[config.mk]
export PLATFORM = sky130hd
export DESIGN_NAME = imem_loader_flat
export DESIGN_NICKNAME = d
export VERILOG_FILES = /design/src/rtl/imem_loader_if.sv /design/src/rtl/imem_loader.sv /design/src/flat_wrapper.sv
export SDC_FILE = /design/constraint.sdc
export NUM_CORES = 1
export LEC_CHECK = 0
export BUFFER_PORTS_ARGS = -buffer_cell sky130_fd_sc_hd__buf_2
export CAP_MARGIN = 20
export CELL_PAD_IN_SITES_DETAIL_PLACEMENT = 0
export CELL_PAD_IN_SITES_GLOBAL_PLACEMENT = 2
export CORE_MARGIN = 8
export CORE_UTILIZATION = 35
export DETAILED_ROUTE_END_ITERATION = 7
export GPL_TIMING_DRIVEN = 0
export PLACE_DENSITY_LB_ADDON = 0.1
export SYNTH_ARGS = -nofsm -noshare
export SYNTH_HDL_FRONTEND = slang
export SYNTH_SLANG_ARGS = --single-unit
[constraint.sdc]
create_clock -name clk -period 3.7 [get_ports clk]
set_input_delay 0.185 -clock clk [delete_from_list [all_inputs] [get_ports clk]]
set_output_delay 0.185 -clock clk [all_outputs]
set_load 0.005 [all_outputs]
[src/rtl/imem_loader_if.sv]
// ============================================================================
//  Module      : imem_loader_if
//  Description : Byte-stream, instruction-memory write and core-control
//                signals of the boot-time instruction loader.
//  Revision    : 1.0 - initial release
// ============================================================================
`default_nettype none

interface imem_loader_if #(
    parameter int ADDR_W = 10
);
    logic              byte_valid;
    logic [7:0]        byte_data;
    logic              byte_ready;
    logic              reload;
    logic              imem_we;
    logic [ADDR_W-1:0] imem_addr;
    logic [31:0]       imem_wdata;
    logic              core_rst;
    logic              done;
    logic              err;

    // Source / system side
    modport master (
        output byte_valid, byte_data, reload,
        input  byte_ready, imem_we, imem_addr, imem_wdata, core_rst, done, err
    );

    // Loader side
    modport slave (
        input  byte_valid, byte_data, reload,
        output byte_ready, imem_we, imem_addr, imem_wdata, core_rst, done, err
    );
endinterface

`default_nettype wire

[src/rtl/imem_loader.sv]
// ============================================================================
//  Module      : imem_loader
//  Description : Assembles a little-endian byte image (count N, then N words)
//                into instruction memory and holds the core in reset until done.
//  Revision    : 1.0 - initial release
// ============================================================================
`default_nettype none

module imem_loader #(
    parameter int ADDR_W = 10
) (
    input  wire logic    clk,
    input  wire logic    rst,
    imem_loader_if.slave bus
);

    typedef enum logic [2:0] {
        S_IDLE = 3'd0,
        S_HDR  = 3'd1,
        S_DATA = 3'd2,
        S_DONE = 3'd3,
        S_ERR  = 3'd4
    } state_t;

    localparam logic [32:0] C_CAPACITY = 33'd1 << ADDR_W;

    state_t              r_state_q,    w_state_d;
    logic [1:0]          r_byte_cnt_q, w_byte_cnt_d;
    logic [23:0]         r_shift_q,    w_shift_d;
    logic [ADDR_W:0]     r_count_q,    w_count_d;
    logic [ADDR_W:0]     r_widx_q,     w_widx_d;
    logic                r_we_q,       w_we_d;
    logic [ADDR_W-1:0]   r_addr_q,     w_addr_d;
    logic [31:0]         r_wdata_q,    w_wdata_d;
    logic                r_core_rst_q, w_core_rst_d;
    logic                r_done_q,     w_done_d;
    logic                r_err_q,      w_err_d;

    logic                w_ready;
    logic                w_accept;
    logic                w_last_byte;
    logic [31:0]         w_word;
    logic [ADDR_W:0]     w_widx_inc;

    assign w_ready     = (r_state_q == S_HDR) || (r_state_q == S_DATA);
    assign w_accept    = bus.byte_valid && w_ready;
    assign w_last_byte = (r_byte_cnt_q == 2'd3);
    // Incoming byte lands on top; after four bytes the first one sits in [7:0].
    assign w_word      = {bus.byte_data, r_shift_q};
    assign w_widx_inc  = r_widx_q + 1'b1;

    always_comb begin
        w_state_d    = r_state_q;
        w_byte_cnt_d = r_byte_cnt_q;
        w_shift_d    = r_shift_q;
        w_count_d    = r_count_q;
        w_widx_d     = r_widx_q;
        w_we_d       = 1'b0;
        w_addr_d     = r_addr_q;
        w_wdata_d    = r_wdata_q;
        w_core_rst_d = 1'b1;
        w_done_d     = 1'b0;
        w_err_d      = 1'b0;

        case (r_state_q)
            S_IDLE: begin
                w_state_d    = S_HDR;
                w_byte_cnt_d = 2'd0;
                w_widx_d     = '0;
            end
            S_HDR: begin
                if (w_accept) begin
                    w_shift_d    = w_word[31:8];
                    w_byte_cnt_d = r_byte_cnt_q + 2'd1;
                    if (w_last_byte) begin
                        w_widx_d = '0;
                        if (w_word == 32'd0) begin
                            w_state_d = S_DONE;
                        end else if ({1'b0, w_word} > C_CAPACITY) begin
                            w_state_d = S_ERR;
                        end else begin
                            w_count_d = w_word[ADDR_W:0];
                            w_state_d = S_DATA;
                        end
                    end
                end
            end
            S_DATA: begin
                if (w_accept) begin
                    w_shift_d    = w_word[31:8];
                    w_byte_cnt_d = r_byte_cnt_q + 2'd1;
                    if (w_last_byte) begin
                        w_we_d    = 1'b1;
                        w_addr_d  = r_widx_q[ADDR_W-1:0];
                        w_wdata_d = w_word;
                        w_widx_d  = w_widx_inc;
                        if (w_widx_inc == r_count_q) begin
                            w_state_d = S_DONE;
                        end
                    end
                end
            end
            S_DONE: begin
                if (bus.reload) begin
                    w_state_d    = S_IDLE;
                    w_byte_cnt_d = 2'd0;
                    w_widx_d     = '0;
                end else begin
                    w_core_rst_d = 1'b0;
                    w_done_d     = 1'b1;
                end
            end
            S_ERR: begin
                if (bus.reload) begin
                    w_state_d    = S_IDLE;
                    w_byte_cnt_d = 2'd0;
                    w_widx_d     = '0;
                end else begin
                    w_err_d = 1'b1;
                end
            end
            default: begin
                w_state_d = S_IDLE;
            end
        endcase
    end

    always_ff @(posedge clk or posedge rst) begin
        if (rst) begin
            r_state_q    <= S_IDLE;
            r_byte_cnt_q <= 2'd0;
            r_shift_q    <= '0;
            r_count_q    <= '0;
            r_widx_q     <= '0;
            r_we_q       <= 1'b0;
            r_addr_q     <= '0;
            r_wdata_q    <= '0;
            r_core_rst_q <= 1'b1;
            r_done_q     <= 1'b0;
            r_err_q      <= 1'b0;
        end else begin
            r_state_q    <= w_state_d;
            r_byte_cnt_q <= w_byte_cnt_d;
            r_shift_q    <= w_shift_d;
            r_count_q    <= w_count_d;
            r_widx_q     <= w_widx_d;
            r_we_q       <= w_we_d;
            r_addr_q     <= w_addr_d;
            r_wdata_q    <= w_wdata_d;
            r_core_rst_q <= w_core_rst_d;
            r_done_q     <= w_done_d;
            r_err_q      <= w_err_d;
        end
    end

    assign bus.byte_ready = w_ready;
    assign bus.imem_we    = r_we_q;
    assign bus.imem_addr  = r_addr_q;
    assign bus.imem_wdata = r_wdata_q;
    assign bus.core_rst   = r_core_rst_q;
    assign bus.done       = r_done_q;
    assign bus.err        = r_err_q;

endmodule

`default_nettype wire

[src/flat_wrapper.sv]
// flat-port wrapper written by rule: the top's interface ports become plain ports
module imem_loader_flat 
#(
    parameter int ADDR_W = 10
)
  (clk, rst, bus_byte_valid, bus_byte_data, bus_reload, bus_byte_ready, bus_imem_we, bus_imem_addr, bus_imem_wdata, bus_core_rst, bus_done, bus_err);
  imem_loader_if #(.ADDR_W(ADDR_W)) bus_i ();
  input  wire logic clk;
  input  wire logic rst;
  input wire logic [$bits(bus_i.byte_valid)-1:0] bus_byte_valid;
  input wire logic [$bits(bus_i.byte_data)-1:0] bus_byte_data;
  input wire logic [$bits(bus_i.reload)-1:0] bus_reload;
  output wire logic [$bits(bus_i.byte_ready)-1:0] bus_byte_ready;
  output wire logic [$bits(bus_i.imem_we)-1:0] bus_imem_we;
  output wire logic [$bits(bus_i.imem_addr)-1:0] bus_imem_addr;
  output wire logic [$bits(bus_i.imem_wdata)-1:0] bus_imem_wdata;
  output wire logic [$bits(bus_i.core_rst)-1:0] bus_core_rst;
  output wire logic [$bits(bus_i.done)-1:0] bus_done;
  output wire logic [$bits(bus_i.err)-1:0] bus_err;
  assign bus_i.byte_valid = bus_byte_valid;
  assign bus_i.byte_data = bus_byte_data;
  assign bus_i.reload = bus_reload;
  assign bus_byte_ready = bus_i.byte_ready;
  assign bus_imem_we = bus_i.imem_we;
  assign bus_imem_addr = bus_i.imem_addr;
  assign bus_imem_wdata = bus_i.imem_wdata;
  assign bus_core_rst = bus_i.core_rst;
  assign bus_done = bus_i.done;
  assign bus_err = bus_i.err;
  imem_loader #(.ADDR_W(ADDR_W)) u_core (.clk(clk), .rst(rst), .bus(bus_i));
endmodule
After elaboration in Yosys (flattened, before gate mapping) --
Index checks and enable logic that the tools add are counted.
Word-level totals: flip-flop bits (word level) 97, bits in latches 0, bits in writable memories 0, memory bits (read-only) 0, input bits 12, output and inout bits 47, word-level logic and storage cells 69, memories kept 0
Operators by class: add/subtract/negate cells 2, $mul 0, div/mod/pow operators 0, order comparisons 1, equal/unequal tests 13, shift-type cells 0, muxes and demuxes 26, bitwise gates (word level) 2, reduce and logical (&&, ||, !) cells 14
Operator list (count):
- 11-bit two-way mux | 5
- 11-bit one-hot mux with 4 select lines | 1
- 32-bit by 11-bit greater-than comparator with 1-bit output, second input constant | 1
- 32-bit logical NOT | 1
- 3-bit two-way mux | 8
- 2-bit by 1-bit != test with 1-bit output, second input constant | 6
- 3-bit one-hot mux with 4 select lines | 1
- 6-bit AND reduction | 2
- 11-bit by 1-bit adder with 11-bit output, second input constant | 1
- 11-bit == test | 1
- 1-bit two-way mux | 8
- 3-bit by 2-bit == test with 1-bit output, second input constant | 2
- 2-bit one-hot mux with 3 select lines | 1
- 3-bit AND reduction | 2
- 5-bit AND reduction | 1
- 2-bit two-way mux | 2
- 4-bit nonzero test | 1
- 2-bit OR reduction | 2
- 3-bit by 1-bit == test with 1-bit output, second input constant | 1
- 3-bit == test, second input constant | 1
- 3-bit logical NOT | 1
- 3-bit nonzero test | 1
- 2-bit by 1-bit adder with 2-bit output, second input constant | 1
- 2-bit == test, second input constant | 1
- other kinds (5) | 6

Depth between registers and ports, before layout --
depth in word-level cells 6, mapped depth 9, mapped depth without buffers 7

Worst setup path after synthesis --
No wires, ideal clock.
path type reg-to-reg, start point reg u_core.r_widx_q[1], end point reg u_core.r_state_q[0], library setup time 87 ps, arrival 2106 ps, required time 3613 ps, slack 1508 ps, cell stages (with the launch flop) 9, path buffers 1, period minus slack after synthesis 2192 ps, cell sequence dfrtp_1 ha_1 buf_2 nand4_1 a2111oi_0 and3_1 o2111ai_1 or4_1 a211oi_2
On the way: cells in the longest elaborated chain, start to end 4
Ends and longest elaborated chain:
- from (decl) | RTL line imem_loader.sv:31 | logic [ADDR_W:0] r_widx_q, w_widx_d;
- from (signal assigned) | RTL line imem_loader.sv:146 | r_widx_q <= w_widx_d;
- 11-bit by 1-bit adder with 11-bit output | RTL line imem_loader.sv:50 | assign w_widx_inc = r_widx_q + 1'b1;
- 11-bit == test | RTL line imem_loader.sv:97 | if (w_widx_inc == r_count_q) begin
- 2-bit != test (no line)
- 6-bit AND reduction (no line)
- to (signal assigned) | RTL line imem_loader.sv:142 | r_state_q <= w_state_d;
- to (decl) | RTL line imem_loader.sv:27 | state_t r_state_q, w_state_d;
Every way passes these cells. A chain may end at the register's enable or synchronous reset.

Worst setup path after layout --
start point reg u_core.r_state_q[0], end point reg u_core.r_wdata_q[20] (netlist: u_core.bus.imem_wdata[20])
On the way: cells in the longest elaborated chain, start to end 4, elaborated cells on any way between the ends 5, classes of those cells eq/ne (2); reduce/logical (3)
Ends and longest elaborated chain:
- 3-bit by 1-bit == test with 1-bit output or 3-bit by 2-bit == test with 1-bit output (tied branches) | RTL line imem_loader.sv:45, imem_loader.sv:65
- 1-bit logical OR | RTL line imem_loader.sv:45 | assign w_ready = (r_state_q == S_HDR) || (r_state_q == S_DATA);
- 1-bit logical AND | RTL line imem_loader.sv:46 | assign w_accept = bus.byte_valid && w_ready;
- 3-bit AND reduction (no line) *
- to (signal assigned) | RTL line imem_loader.sv:149 | r_wdata_q <= w_wdata_d;
- to (decl) | RTL line imem_loader.sv:34 | logic [31:0] r_wdata_q, w_wdata_d;
Every way passes the cells marked *; elsewhere a longest branch is shown, timed or not.

==> results.yml <==
cts:
  cts_made_buffers: 9
  cts_sinks: 97
  cts_max_level: 3
  insertion_delay_ns: 0.34
  cts_tree: "done"
  post_cts_buffers: 0
  cts_root_buffer: "clkbuf_16"
  clk_pin_slew_ns: 0.07
  clockBufferDepth: 2
power:
  ir_worst_vdd_mv: 0.218
  p_clk_share_pct: 33.4
  pwr_density_cell_nw_per_um2: 547
  p_sw_share_pct: 31.1
  comb_power_share_pct: 16.1
  p_sw_mw: 0.863
  internal-power_mw: 1.92
  power_frac_seq_pct: 50.5
  p_leak_nw: 2.77
synthesis:
  syn_inst: 467
  synth_fp_nets: 481
  ys.flop_type: "dfrtp_1"
  yosys_warnings: 0
  synth-edff-count: 0
  synth_area_um2: 4280
  synthArstFlopShare_pct: 100
  syn_area_per_cell_um2: 9.17
  ys_seq_area_share_pct: 56.7
  synth-seq-cells: 97
  synth_cell_types: 47
timing:
  slew_headroom_pct: 60.7
  hold_viol_final: 0
  fin_crit_ns: 2.66
  setup_viol: 0
  rsz0062_at_grt: "false"
  drv_slew: 0
  fin_crit_sh_pct: 71.9
  clock.fmax_ghz: 0.376
  setup-tns-final_ns: 0
  skew_ns: 0.00566
  worstMarginPinSlew_ns: 0.590
floorplanning:
  start_util_pct: 35.8
  die_h_um: 127
  core_area_um2: 12000
  die-area_um2: 16000
  rows: 40
  pin_count: 59
  die_w_um: 127
cells_and_area:
  insertedDiodeCount: 0
  final_area_um2: 5080
  drive_above_1_share_pct: 17.1
  area_growth_pct: 18.8
  final_nets: 552
  fillCellCount: 1215
setup_path:
  crit_type: "flip-flop to flip-flop"
  cp.required_ns: 3.98
  crit_arrival_ns: 2.94
  critical_path.endpoint_type: "flip-flop"
  cp_max_fo: 10
  start_kind: "flip-flop"
routing:
  antenna_left: 0
  wirelength_mm: 11.2
  via_count: 3392
  drt_iter0_markers: 158
  viasPerCell: 4.92
  wl_per_cell_um: 16.3
  drt_pass1_iterations: 4
  drc: 0
grt:
  antenna_found_initial: 0
  grt_first_pass_wirelength_mm: 18.7
  grt.overflow.total: 0
  grt_pass1_vias: 3445
  grtUsageTotal_pct: 14.8
  grt_max_degree: 55
place:
  hpwl_mm: 8.08
  placed_area_um2: 4780
  io_buffers: 58
  place.gp.congestion: 0.772
hold_path:
  hold_class: "input port to flip-flop"
outcome:
  status: "complete, no violations"
run:
  maxCapViolCount: 0
==> worst paths after layout <==
check,start,end,slack (ns),cells after the start
max,u_core.r_state_q[0],u_core.bus.imem_wdata[20],1.04,9
max in group asynchronous,rst,u_core.bus.core_rst,2.52,4
min reg2reg,u_core.bus.imem_addr[6],u_core.bus.imem_addr[6],0.47,2
min,bus_byte_data[3],u_core.bus.imem_wdata[27],0.07,3
max reg2reg,u_core.r_state_q[0],u_core.bus.imem_wdata[20],1.04,9
min in group asynchronous,rst,u_core.bus.imem_wdata[13],0.46,3
==> critical path: stages (launching register included) <==
cell,delay (ns)
dfrtp_1,0.37
buf_2,0.18
nor2b_1,0.15
nor2b_1,0.27
nand3_1,0.39
inv_1,0.33
buf_2,0.30
buf_1,0.39
nand2_1,0.14
nand2_1,0.07
==> cell type report <==
class / instances / area (um^2) / share of cell area (%)
flip-flops and latches: 97 / 2430 / 47.8
multi-input cells: 338 / 1710 / 33.6
repair buffers: 60 / 328 / 6.45
clock buffers: 13 / 250 / 4.92
well taps: 147 / 184 / 3.62
plain buffers: 26 / 121 / 2.39
clock inverters: 3 / 40.0 / 0.787
inverters: 6 / 25.0 / 0.492
==> state kept, by name (all words and copies together) (netlist names) <==
register,cells
u_core.r_shift_q,24
u_core.bus.done,1
u_core.bus.err,1
u_core.bus.imem_addr,10
u_core.bus.core_rst,1
u_core.bus.imem_wdata,32
u_core.r_count_q,11
u_core.bus.imem_we,1
u_core.r_byte_cnt_q,2
u_core.r_state_q,3
u_core.r_widx_q,11
==> per-stage QoR <==
step / worst slack (ns) / utilization (%) / instances / hold WS (ns) / power, mW
after floorplan: 0.983 / - / 467 / 0.290 / 1.67
after global placement: -0.389 / 39.7 / 672 / 0.412 / 1.87
after detailed placement: 0.950 / 40.0 / 673 / 0.300 / 1.88
after CTS: 0.904 / 42.5 / 690 / 0.0532 / 2.83
after global routing: 0.671 / 42.5 / 690 / 0.0761 / 2.94
final: 1.04 / 42.5 / 690 / 0.0663 / 2.78
==> cells in the mapped netlist (3+ instances only) <==
master    number  area [um^2]
nand4_1        4         25.0
nor2b_1        3         18.8
or4_1          3         22.5
xnor2_1       10         87.6
buf_2          6         30.0
buf_1          3         11.3
mux2_1        10          113
nand3_1        5         25.0
nor4_1         5         31.3
xor2_1         5         43.8
nand2_1      212          796
o31ai_1        5         37.5
mux2i_1        3         30.0
inv_1          5         18.8
clkbuf_1      13         48.8
o21ai_0       14         70.1
dfrtp_1       96         2400
a21oi_1        9         45.0
mux2_2         3         33.8
nor2_1        16         60.1
==> layer usage <==
layer	up-vias	track usage, %	routed length [um]
met1	1676	18.7	5220
met3	11	2.47	249
met2	39	24.5	5550
met5	-	0	0
li1	1666	-	-
met4	0	6.37	198
==> cells in the final DEF, fill, tap and decap left out, types with 4 or more instances in the layout <==
cell,count
nor2_1,16
nand2_1,212
a21oi_1,9
mux2_1,10
clkbuf_1,16
inv_1,4
nor4_1,5
o21ai_0,14
o31ai_1,5
buf_2,64
clkbuf_16,9
nand4_1,4
dfrtp_1,96
xnor2_1,10
xor2_1,5
nand3_1,5
==> power by group through the flow <==
stage / clock, mW / sequential, mW / combinational, mW
2_1_floorplan: 0 / 1.33 / 0.335
3_3_place_gp: 0 / 1.43 / 0.447
3_5_place_dp: 0 / 1.43 / 0.457
4_1_cts: 0.960 / 1.41 / 0.459
5_1_grt: 0.993 / 1.43 / 0.521
6_report: 0.927 / 1.40 / 0.448
==> cell families (layout without fill, tap and decap cells) <==
group	count (synthesis)	count (layout)	synth area share, %
AO/OA/AOI/OAI	41	41	6.20
XOR/XNOR	16	16	3.45
multiplexers	16	16	4.12
buffers and inverters	32	108	3.36
flip-flops	97	97	56.7
adder cells (fa/ha/maj)	2	2	0.585
AND/OR/NAND/NOR	263	263	25.5
==> what timing repair did <==
| item | 4_1_cts | 5_1_grt |
|---|---|---|
| endpoints found under the hold margin | 43 | 0 |
| setup endpoints to repair | 0 | 0 |
| resized for setup | 0 | 0 |
| hold buffers | 1 | 0 |
(Power assumes the default switching activity.)
